<file path="config.mk">
export PLATFORM = sky130hd
export DESIGN_NAME = rng_dist
export DESIGN_NICKNAME = d
export VERILOG_FILES = /design/src/rtl/rng_dist.sv
export SDC_FILE = /design/constraint.sdc
export NUM_CORES = 1
export LEC_CHECK = 0
export BUFFER_PORTS_ARGS = -buffer_cell sky130_fd_sc_hd__buf_2
export CAP_MARGIN = 25
export CELL_PAD_IN_SITES_DETAIL_PLACEMENT = 1
export CELL_PAD_IN_SITES_GLOBAL_PLACEMENT = 1
export CORE_MARGIN = 2
export CORE_UTILIZATION = 25
export CTS_BUF_LIST = sky130_fd_sc_hd__clkbuf_2 sky130_fd_sc_hd__clkbuf_4 sky130_fd_sc_hd__clkbuf_8
export DETAILED_ROUTE_END_ITERATION = 8
export PLACE_DENSITY_LB_ADDON = 0.1
export SYNTH_ARGS = -nofsm -noshare
export SYNTH_HDL_FRONTEND = slang
export SYNTH_SLANG_ARGS = --single-unit
</file>
<file path="constraint.sdc">
create_clock -name clk -period 10.54 [get_ports clk]
set_input_delay 2.108 -clock clk [delete_from_list [all_inputs] [get_ports clk]]
set_output_delay 2.108 -clock clk [all_outputs]
set_load 0.1 [all_outputs]
</file>
<file path="src/rtl/rng_dist.sv">
// rng_dist: buffers SHAKE256 squeeze words in a small FIFO and hands them out
// to per-channel holding registers. Each cycle, at most one eligible channel
// is refilled, picked round-robin.
//
// Ports
//   clk           sole clock, rising edge
//   rst_n         synchronous reset, active HIGH (despite the name)
//   flush         synchronous discard of all buffered randomness (reseed)
//   src_valid     squeeze word present on src_data
//   src_data      squeeze word, W bits
//   src_ready     FIFO can accept a word this cycle
//   ch_extract    per-channel: consumer takes its current word this cycle
//   ch_rng_valid  per-channel holding register full
//   ch_rng        per-channel word, channel i at [i*W +: W]
//   fifo_count    FIFO occupancy
//   err_underflow sticky: extract seen on an empty channel (cleared by reset only)
module rng_dist #(
    parameter int NUM_CH = 4,
    parameter int W      = 128,
    parameter int DEPTH  = 4
) (
    input  logic                       clk,
    input  logic                       rst_n,
    input  logic                       flush,
    input  logic                       src_valid,
    input  logic [W-1:0]               src_data,
    output logic                       src_ready,
    input  logic [NUM_CH-1:0]          ch_extract,
    output logic [NUM_CH-1:0]          ch_rng_valid,
    output logic [NUM_CH*W-1:0]        ch_rng,
    output logic [$clog2(DEPTH):0]     fifo_count,
    output logic                       err_underflow
);

    localparam int AW = $clog2(DEPTH);
    localparam int CW = AW + 1;
    localparam int PW = (NUM_CH > 1) ? $clog2(NUM_CH) : 1;

    logic [W-1:0]        mem [DEPTH];
    logic [AW-1:0]       wr_ptr;
    logic [AW-1:0]       rd_ptr;
    logic [CW-1:0]       count_q;
    logic [PW-1:0]       rr_q;
    logic [NUM_CH-1:0]   valid_q;
    logic [W-1:0]        rng_q [NUM_CH];
    logic                err_q;

    logic                push;
    logic                pop;
    logic [NUM_CH-1:0]   eligible;
    logic                grant_found;
    logic [PW-1:0]       grant_idx;
    logic [PW:0]         cand_sum;
    logic [PW-1:0]       rr_next;

    // Registered-state-only ready, so a pop in the same cycle never lets a
    // push into a full FIFO through.
    assign src_ready = (count_q < CW'(DEPTH));
    assign push      = src_valid & src_ready & ~flush & ~rst_n;

    // A channel being extracted this cycle may be refilled in the same cycle,
    // which keeps its valid high with no bubble.
    assign eligible  = ~valid_q | ch_extract;

    always_comb begin
        grant_found = 1'b0;
        grant_idx   = '0;
        cand_sum    = '0;
        for (int k = 0; k < NUM_CH; k++) begin
            cand_sum = {1'b0, rr_q} + (PW+1)'(k);
            if (cand_sum >= (PW+1)'(NUM_CH)) begin
                cand_sum = cand_sum - (PW+1)'(NUM_CH);
            end
            if (!grant_found && eligible[cand_sum[PW-1:0]]) begin
                grant_found = 1'b1;
                grant_idx   = cand_sum[PW-1:0];
            end
        end
    end

    assign pop = grant_found & (count_q != '0) & ~flush & ~rst_n;

    always_comb begin
        rr_next = rr_q;
        if (pop) begin
            if (grant_idx == PW'(NUM_CH - 1)) begin
                rr_next = '0;
            end else begin
                rr_next = grant_idx + PW'(1);
            end
        end
    end

    // Storage array carries no reset; occupancy is tracked by the pointers.
    always_ff @(posedge clk) begin
        if (push) begin
            mem[wr_ptr] <= src_data;
        end
    end

    always_ff @(posedge clk) begin
        if (rst_n) begin
            wr_ptr  <= '0;
            rd_ptr  <= '0;
            count_q <= '0;
            rr_q    <= '0;
            valid_q <= '0;
            err_q   <= 1'b0;
            for (int i = 0; i < NUM_CH; i++) begin
                rng_q[i] <= '0;
            end
        end else begin
            // Underflow is recorded even during a flush and survives it.
            if (|(ch_extract & ~valid_q)) begin
                err_q <= 1'b1;
            end
            if (flush) begin
                wr_ptr  <= '0;
                rd_ptr  <= '0;
                count_q <= '0;
                rr_q    <= '0;
                valid_q <= '0;
                for (int i = 0; i < NUM_CH; i++) begin
                    rng_q[i] <= '0;
                end
            end else begin
                if (push) begin
                    wr_ptr <= wr_ptr + AW'(1);
                end
                if (pop) begin
                    rd_ptr <= rd_ptr + AW'(1);
                end
                rr_q <= rr_next;
                case ({push, pop})
                    2'b10:   count_q <= count_q + CW'(1);
                    2'b01:   count_q <= count_q - CW'(1);
                    default: count_q <= count_q;
                endcase
                for (int i = 0; i < NUM_CH; i++) begin
                    if (pop && (grant_idx == PW'(i))) begin
                        rng_q[i]   <= mem[rd_ptr];
                        valid_q[i] <= 1'b1;
                    end else if (ch_extract[i] && valid_q[i]) begin
                        rng_q[i]   <= '0;
                        valid_q[i] <= 1'b0;
                    end
                end
            end
        end
    end

    for (genvar g = 0; g < NUM_CH; g++) begin : g_pack
        assign ch_rng[g*W +: W] = rng_q[g];
    end

    assign ch_rng_valid  = valid_q;
    assign fifo_count    = count_q;
    assign err_underflow = err_q;

endmodule

</file>
==> flow_summary.yaml, run 1 <==
run_status:
  status: "finished clean"
critical_path:
  arrival_ns: 5.93
  crit_path_max_fanout: 59
  start_kind: "input pin"
  worst-setup-path-type: "input pin to flop"
  required_ns: 11.03
  endpoint_kind: "flop"
power_and_ir_drop:
  ir_worst_vdd_mv: 0.0793
  powerDensity_nw_per_um2: 193
  p_total_w: 0.00933
  power_leakage_nw: 19.0
timing:
  finalCritPeriodShare_pct: 51.6
  tightestPinTransition_ns: 1.02
  setup_tns_ns: 0
  skew_ns: 0.0449
  period_needed_ns: 5.44
  slew_headroom_pct: 31.8
  rsz0062_at_grt: "false"
  finalHoldViolCount: 0
  setup_viol: 0
  slew_violations: 0
  fmax_mhz: 184
drt:
  vias: 22939
  drtIter0Drc: 1145
  drc: 0
  drtPass1Iterations: 5
  avgRoutedWirePerCell_um: 25.5
  routed_wl_um: 131000
  ant_nets: 0
  viasPerCell: 4.47
logic_synthesis:
  synth.distinct_cells: 44
  synth_seq_cells: 1040
  postSynthCellCount: 2201
  avgSynthCellArea_um2: 17.7
  seq_area_frac_synth_pct: 76.6
  synth_fp_nets: 2347
  ys_warn_count: 0
  syn-cell-area_um2: 38900
place:
  io_buffers: 656
  place_hpwl_um: 84500
  gp_congestion: 0.780
  placed_area_um2: 44200
floorplanning:
  die-height_um: 398
  rows: 144
  fp.dieArea_um2: 159000
  die-width_um: 398
  coreArea_um2: 154000
  num_io_pins: 657
  initial_core_util_pct: 25.2
run:
  maxCapViolations: 0
layout:
  layout-drive-gt1-share_pct: 42.2
  fin_area_um2: 48300
  utilization_pct: 31.3
  finalNetCount: 3059
  area_growth_pct: 24.1
  final_common_cell: "edfxtp_1"
  final_cell_mix: "edfxtp_1 (896), buf_2 (656), and3_1 (384)"
clocking:
  hold_buffers: 0
  cts_root_buf: "clkbuf_8"
  worstSkewPairLatency_ns: 0.89
  clockBufferDepth: 3
  cts_tree: "done"
  cts.repair.resized: 0
  cts_made_buffers: 190
  cts_setup_buffers: 0
  clock-sinks: 1040
  h-tree-depth: 4
  cts.clk_slew.worst_paths_ns: 0.06
min_path:
  worstHoldPathType: "flop to flop"
grt:
  track_usage_pct: 16.3
  grt_max_degree: 129
  grt_pass1_wl_um: 186000
  grt_pass1_vias: 24864
  globalRoute.totalOverflow: 0
  antenna_found_initial: 66
through the flow:
step	cells	hold WS, ns	setup slack (ns)
final	5137	0.468	5.10
after global routing	5131	0.489	4.90
after CTS	5123	0.473	5.08
after detailed placement	4763	0.457	4.07
after global placement	4763	0.455	4.15
after floorplan	2201	0.427	2.90
worst paths after layout:
| kind | start | to | slack (ns) | cells after the start |
|---|---|---|---|---|
| worst min-delay path | rng_q[2][4] | rng_q[2][4] | 0.47 | 2 |
| worst min register to register | rng_q[2][4] | rng_q[2][4] | 0.47 | 2 |
| worst max register to register | ch_rng_valid[2] | rng_q[1][17] | 5.99 | 7 |
| worst max-delay path | ch_extract[2] | rng_q[1][17] | 5.10 | 8 |
power by group:
group	switching, W	internal [W]
clock network	0.00178	0.00222
logic	0.000661	0.0000868
registers	0.0000282	0.00455
cells by family after synthesis:
group,Yosys count,synth area share (%)
flops,1040,76.6
compound gates,152,3.25
xor+xnor,4,0.0901
buf+inv,185,2.60
simple gates,681,9.68
fa+ha+maj,10,0.341
mux,129,7.44
flip-flops by register name, summed over array words and instances (netlist names), named ones only:
name / cells
rd_ptr: 2
wr_ptr: 2
ch_rng_valid: 4
rng_q: 512
fifo_count: 3
err_underflow: 1
mem: 512
rr_q: 2
Yosys cell counts:
| master | count | area, µm² |
|---|---|---|
| nor3b_2 | 1 | 12.5 |
| nand3_1 | 131 | 656 |
| edfxtp_1 | 896 | 26900 |
| a21boi_0 | 1 | 7.51 |
| xor2_1 | 2 | 17.5 |
| and2_1 | 1 | 6.26 |
| nor2b_1 | 2 | 12.5 |
| nand4bb_4 | 1 | 27.5 |
| and3_1 | 388 | 2430 |
| nand2b_1 | 3 | 18.8 |
| o221ai_1 | 2 | 17.5 |
| buf_4 | 14 | 105 |
| dfxtp_1 | 144 | 2880 |
| a31oi_1 | 1 | 6.26 |
| o211ai_2 | 1 | 12.5 |
| o22a_1 | 1 | 8.76 |
| mux4_2 | 128 | 2880 |
| a21oi_1 | 17 | 85.1 |
| buf_12 | 11 | 220 |
| a222oi_1 | 1 | 10.0 |
| xnor2_1 | 2 | 17.5 |
| nor2_1 | 11 | 41.3 |
| inv_1 | 14 | 52.6 |
| or2_2 | 1 | 6.26 |
| buf_6 | 6 | 67.6 |
| mux2i_1 | 1 | 10.0 |
| a21oi_2 | 120 | 1050 |
| nand4bb_1 | 1 | 11.3 |
| a41o_2 | 1 | 11.3 |
| o211a_1 | 1 | 10.0 |
| o31ai_1 | 2 | 15.0 |
| o211a_2 | 1 | 10.0 |
| fa_1 | 1 | 20.0 |
| a21o_1 | 1 | 7.51 |
| o22ai_1 | 1 | 6.26 |
| buf_1 | 2 | 7.51 |
| and2b_1 | 1 | 7.51 |
| nand2_1 | 138 | 518 |
| clkbuf_1 | 106 | 398 |
| o21ai_0 | 1 | 5.00 |
| or3_4 | 1 | 11.3 |
| buf_2 | 32 | 160 |
| or3_1 | 1 | 6.26 |
| ha_1 | 9 | 113 |
layer usage:
layer | track usage, % | share of wire, % | routed length (µm) | vias to the layer above
met5 | 0 | 0.23 | 306 | -
li1 | - | - | - | 10050
met4 | 5.15 | 2.8 | 3700 | 48
met3 | 4.99 | 6.5 | 8560 | 300
met2 | 28.1 | 50 | 65400 | 737
met1 | 19.4 | 41 | 53100 | 11804
cell type report:
| cell class | instances | area [µm²] |
|---|---|---|
| timing repair buffer | 691 | 3600 |
| tap | 2044 | 2560 |
| clock buffer | 289 | 3510 |
| inverter | 14 | 57.6 |
| clock inverter | 71 | 494 |
| fill | 16213 | 106000 |
| antenna | 12 | 30.0 |
| sequential | 1040 | 29800 |
| multi-input combinational | 976 | 8220 |
critical path: stages:
cell and delay (ns):
buf_2 0.13, nor2b_1 0.25, o221ai_1 0.18, a21boi_0 0.79, ha_4 0.69, nand2_1 0.23, nand3_4 0.54, buf_4 0.78
Power figures use the tool's default switching activity.
==> run 2, diff against run 1 <==
==> constraint.sdc (replaced) <==
create_clock -name clk -period 4.9 [get_ports clk]
set_input_delay 0.98 -clock clk [delete_from_list [all_inputs] [get_ports clk]]
set_output_delay 0.98 -clock clk [all_outputs]
set_load 0.1 [all_outputs]
==> flow_summary.yaml, run 2 (same netlist as run 1, synthesis figures left out) <==
run_status:
  status: "complete, but fails checks"
  violations: "slew limit"
critical_path:
  r2r_setup_slack_ns: 1.40
  rr_endpoint: "rng_q[0][113]"
  endpoint_kind: "flop"
  crit_path_max_fanout: 75
  crit_start: "ch_rng_valid[2]"
  rr_worst_depth: 7
  arrival_ns: 4.22
  worst-setup-path-type: "flop to flop"
  start_kind: "flop"
  r2r_start: "ch_rng_valid[2]"
  required_ns: 5.62
floorplanning:
  coreArea_um2: 154000
  initial_core_util_pct: 25.2
  rows: 144
  die-width_um: 398
  fp.dieArea_um2: 159000
  die-height_um: 398
  num_io_pins: 657
layout:
  finalNetCount: 3075
  area_growth_pct: 25.1
  fillCellCount: 16247
  final_common_cell: "edfxtp_1"
  utilization_pct: 31.5
  final_cell_mix: "edfxtp_1 (896), buf_2 (656), and3_1 (384)"
  stdcell_count: 5161
  layout-drive-gt1-share_pct: 42.1
place:
  gp_congestion: 0.752
  io_buffers: 656
  dp.cells: 4781
  place_hpwl_um: 83900
clocking:
  cts_root_buf: "clkbuf_8"
  clock-sinks: 1040
  cts_tree: "done"
  clockBufferDepth: 3
  cts.clk_slew.worst_paths_ns: 0.06
  hold_buffers: 0
  cts_setup_buffers: 0
  cts_made_buffers: 190
  h-tree-depth: 4
  cts.repair.resized: 0
  worstSkewPairLatency_ns: 0.88
timing:
  finalHoldViolCount: 0
  skew_ns: 0.0430
  setup_viol: 0
  setup_tns_ns: 0
  fmax_mhz: 286
  finalCritPeriodShare_pct: 71.3
  rsz0062_at_grt: "false"
  slew_violations: 78
  slew_headroom_pct: -3.37
  period_needed_ns: 3.50
  tightestPinTransition_ns: 1.55
power_and_ir_drop:
  power_leakage_nw: 19.1
  powerDensity_nw_per_um2: 410
  ir_worst_vdd_mv: 0.173
drt:
  drtPass1Iterations: 4
  vias: 22839
  routed_wl_um: 128000
  ant_nets: 0
  drc: 0
  avgRoutedWirePerCell_um: 24.9
  viasPerCell: 4.43
  drtIter0Drc: 1382
grt:
  antenna_found_initial: 71
  track_usage_pct: 15.9
  grt_pass1_wl_um: 182000
  globalRoute.totalOverflow: 0
  grt_pass1_vias: 24744
  grt_max_degree: 223
min_path:
  worstHoldPathType: "input pin to flop"
  hold_end: "mem[1][95]"
  whs_path_depth: 1
  worstHoldStart: "src_data[95]"
run:
  maxCapViolations: 0
-- run 2: cell count changes in the layout (fill, tap and decap cells not counted), sizes merged --
cell | previous run | this run
bufinv | 3 | 2
diode | 12 | 28
clkinvlp | 5 | 2
clkinv | 56 | 43
clkbuf | 289 | 299
inv | 21 | 20
buf | 691 | 707
-- run 2: per-layer routing --
layer  vias up  global-route usage, %  part of all wire, %
met4        48                   6.20                  2.9
met5         -                      0                 0.26
met2       738                   25.8                   48
li1      10086                      -                    -
met3       280                   5.66                  7.9
met1     11687                   19.1                   41
-- run 2: worst max-delay path by stage --
stage | end | slack [ns] | depth (start not counted)
floorplan | rng_q[1][0] | 0.08 | 8
global placement | rng_q[0][113] | 0.81 | 10
detailed placement | rng_q[0][117] | 0.81 | 9
CTS | rng_q[0][117] | 1.48 | 7
global route | rng_q[0][2] | 1.26 | 7
finish | rng_q[0][113] | 1.40 | 7
-- run 2: layout make-up --
class / count / area (µm²) / share of cell area (%)
Antenna cell: 28 / 70.1 / 0.144
Clock buffer: 299 / 3580 / 7.35
Clock inverter: 53 / 333 / 0.684
Inverter: 14 / 55.1 / 0.113
Multi-Input combinational cell: 976 / 8220 / 16.9
Sequential cell: 1040 / 29800 / 61.2
Tap cell: 2044 / 2560 / 5.26
Timing Repair Buffer: 707 / 4050 / 8.33
-- run 2: worst max-delay path, cell delays in order, from the launching register on --
cell and delay [ns]:
dfxtp_1 0.43, nor2b_1 0.31, a21oi_1 0.10, o22ai_1 0.41, ha_4 0.21, buf_4 0.49
buf_4 0.72, and3_1 0.29
-- run 2: report_power, final --
part / internal [W] / leakage (nW) / switching, W
registers: 0.00979 / 10.1 / 0.0000577
clock network: 0.00473 / 2.10 / 0.00374
logic: 0.000208 / 6.96 / 0.00143
-- run 2: stage by stage --
step / setup WS, ns / hold slack (ns) / total power (W) / area [µm²]
CTS: 1.48 / 0.169 / 0.0203 / 48600
detailed placement: 0.808 / 0.454 / 0.0117 / 44700
finish: 1.40 / 0.314 / 0.0200 / 48700
global route: 1.26 / 0.196 / 0.0207 / 48600
global placement: 0.812 / 0.435 / 0.0117 / 44700
floorplan: 0.0777 / 0.427 / 0.0113 / 38900
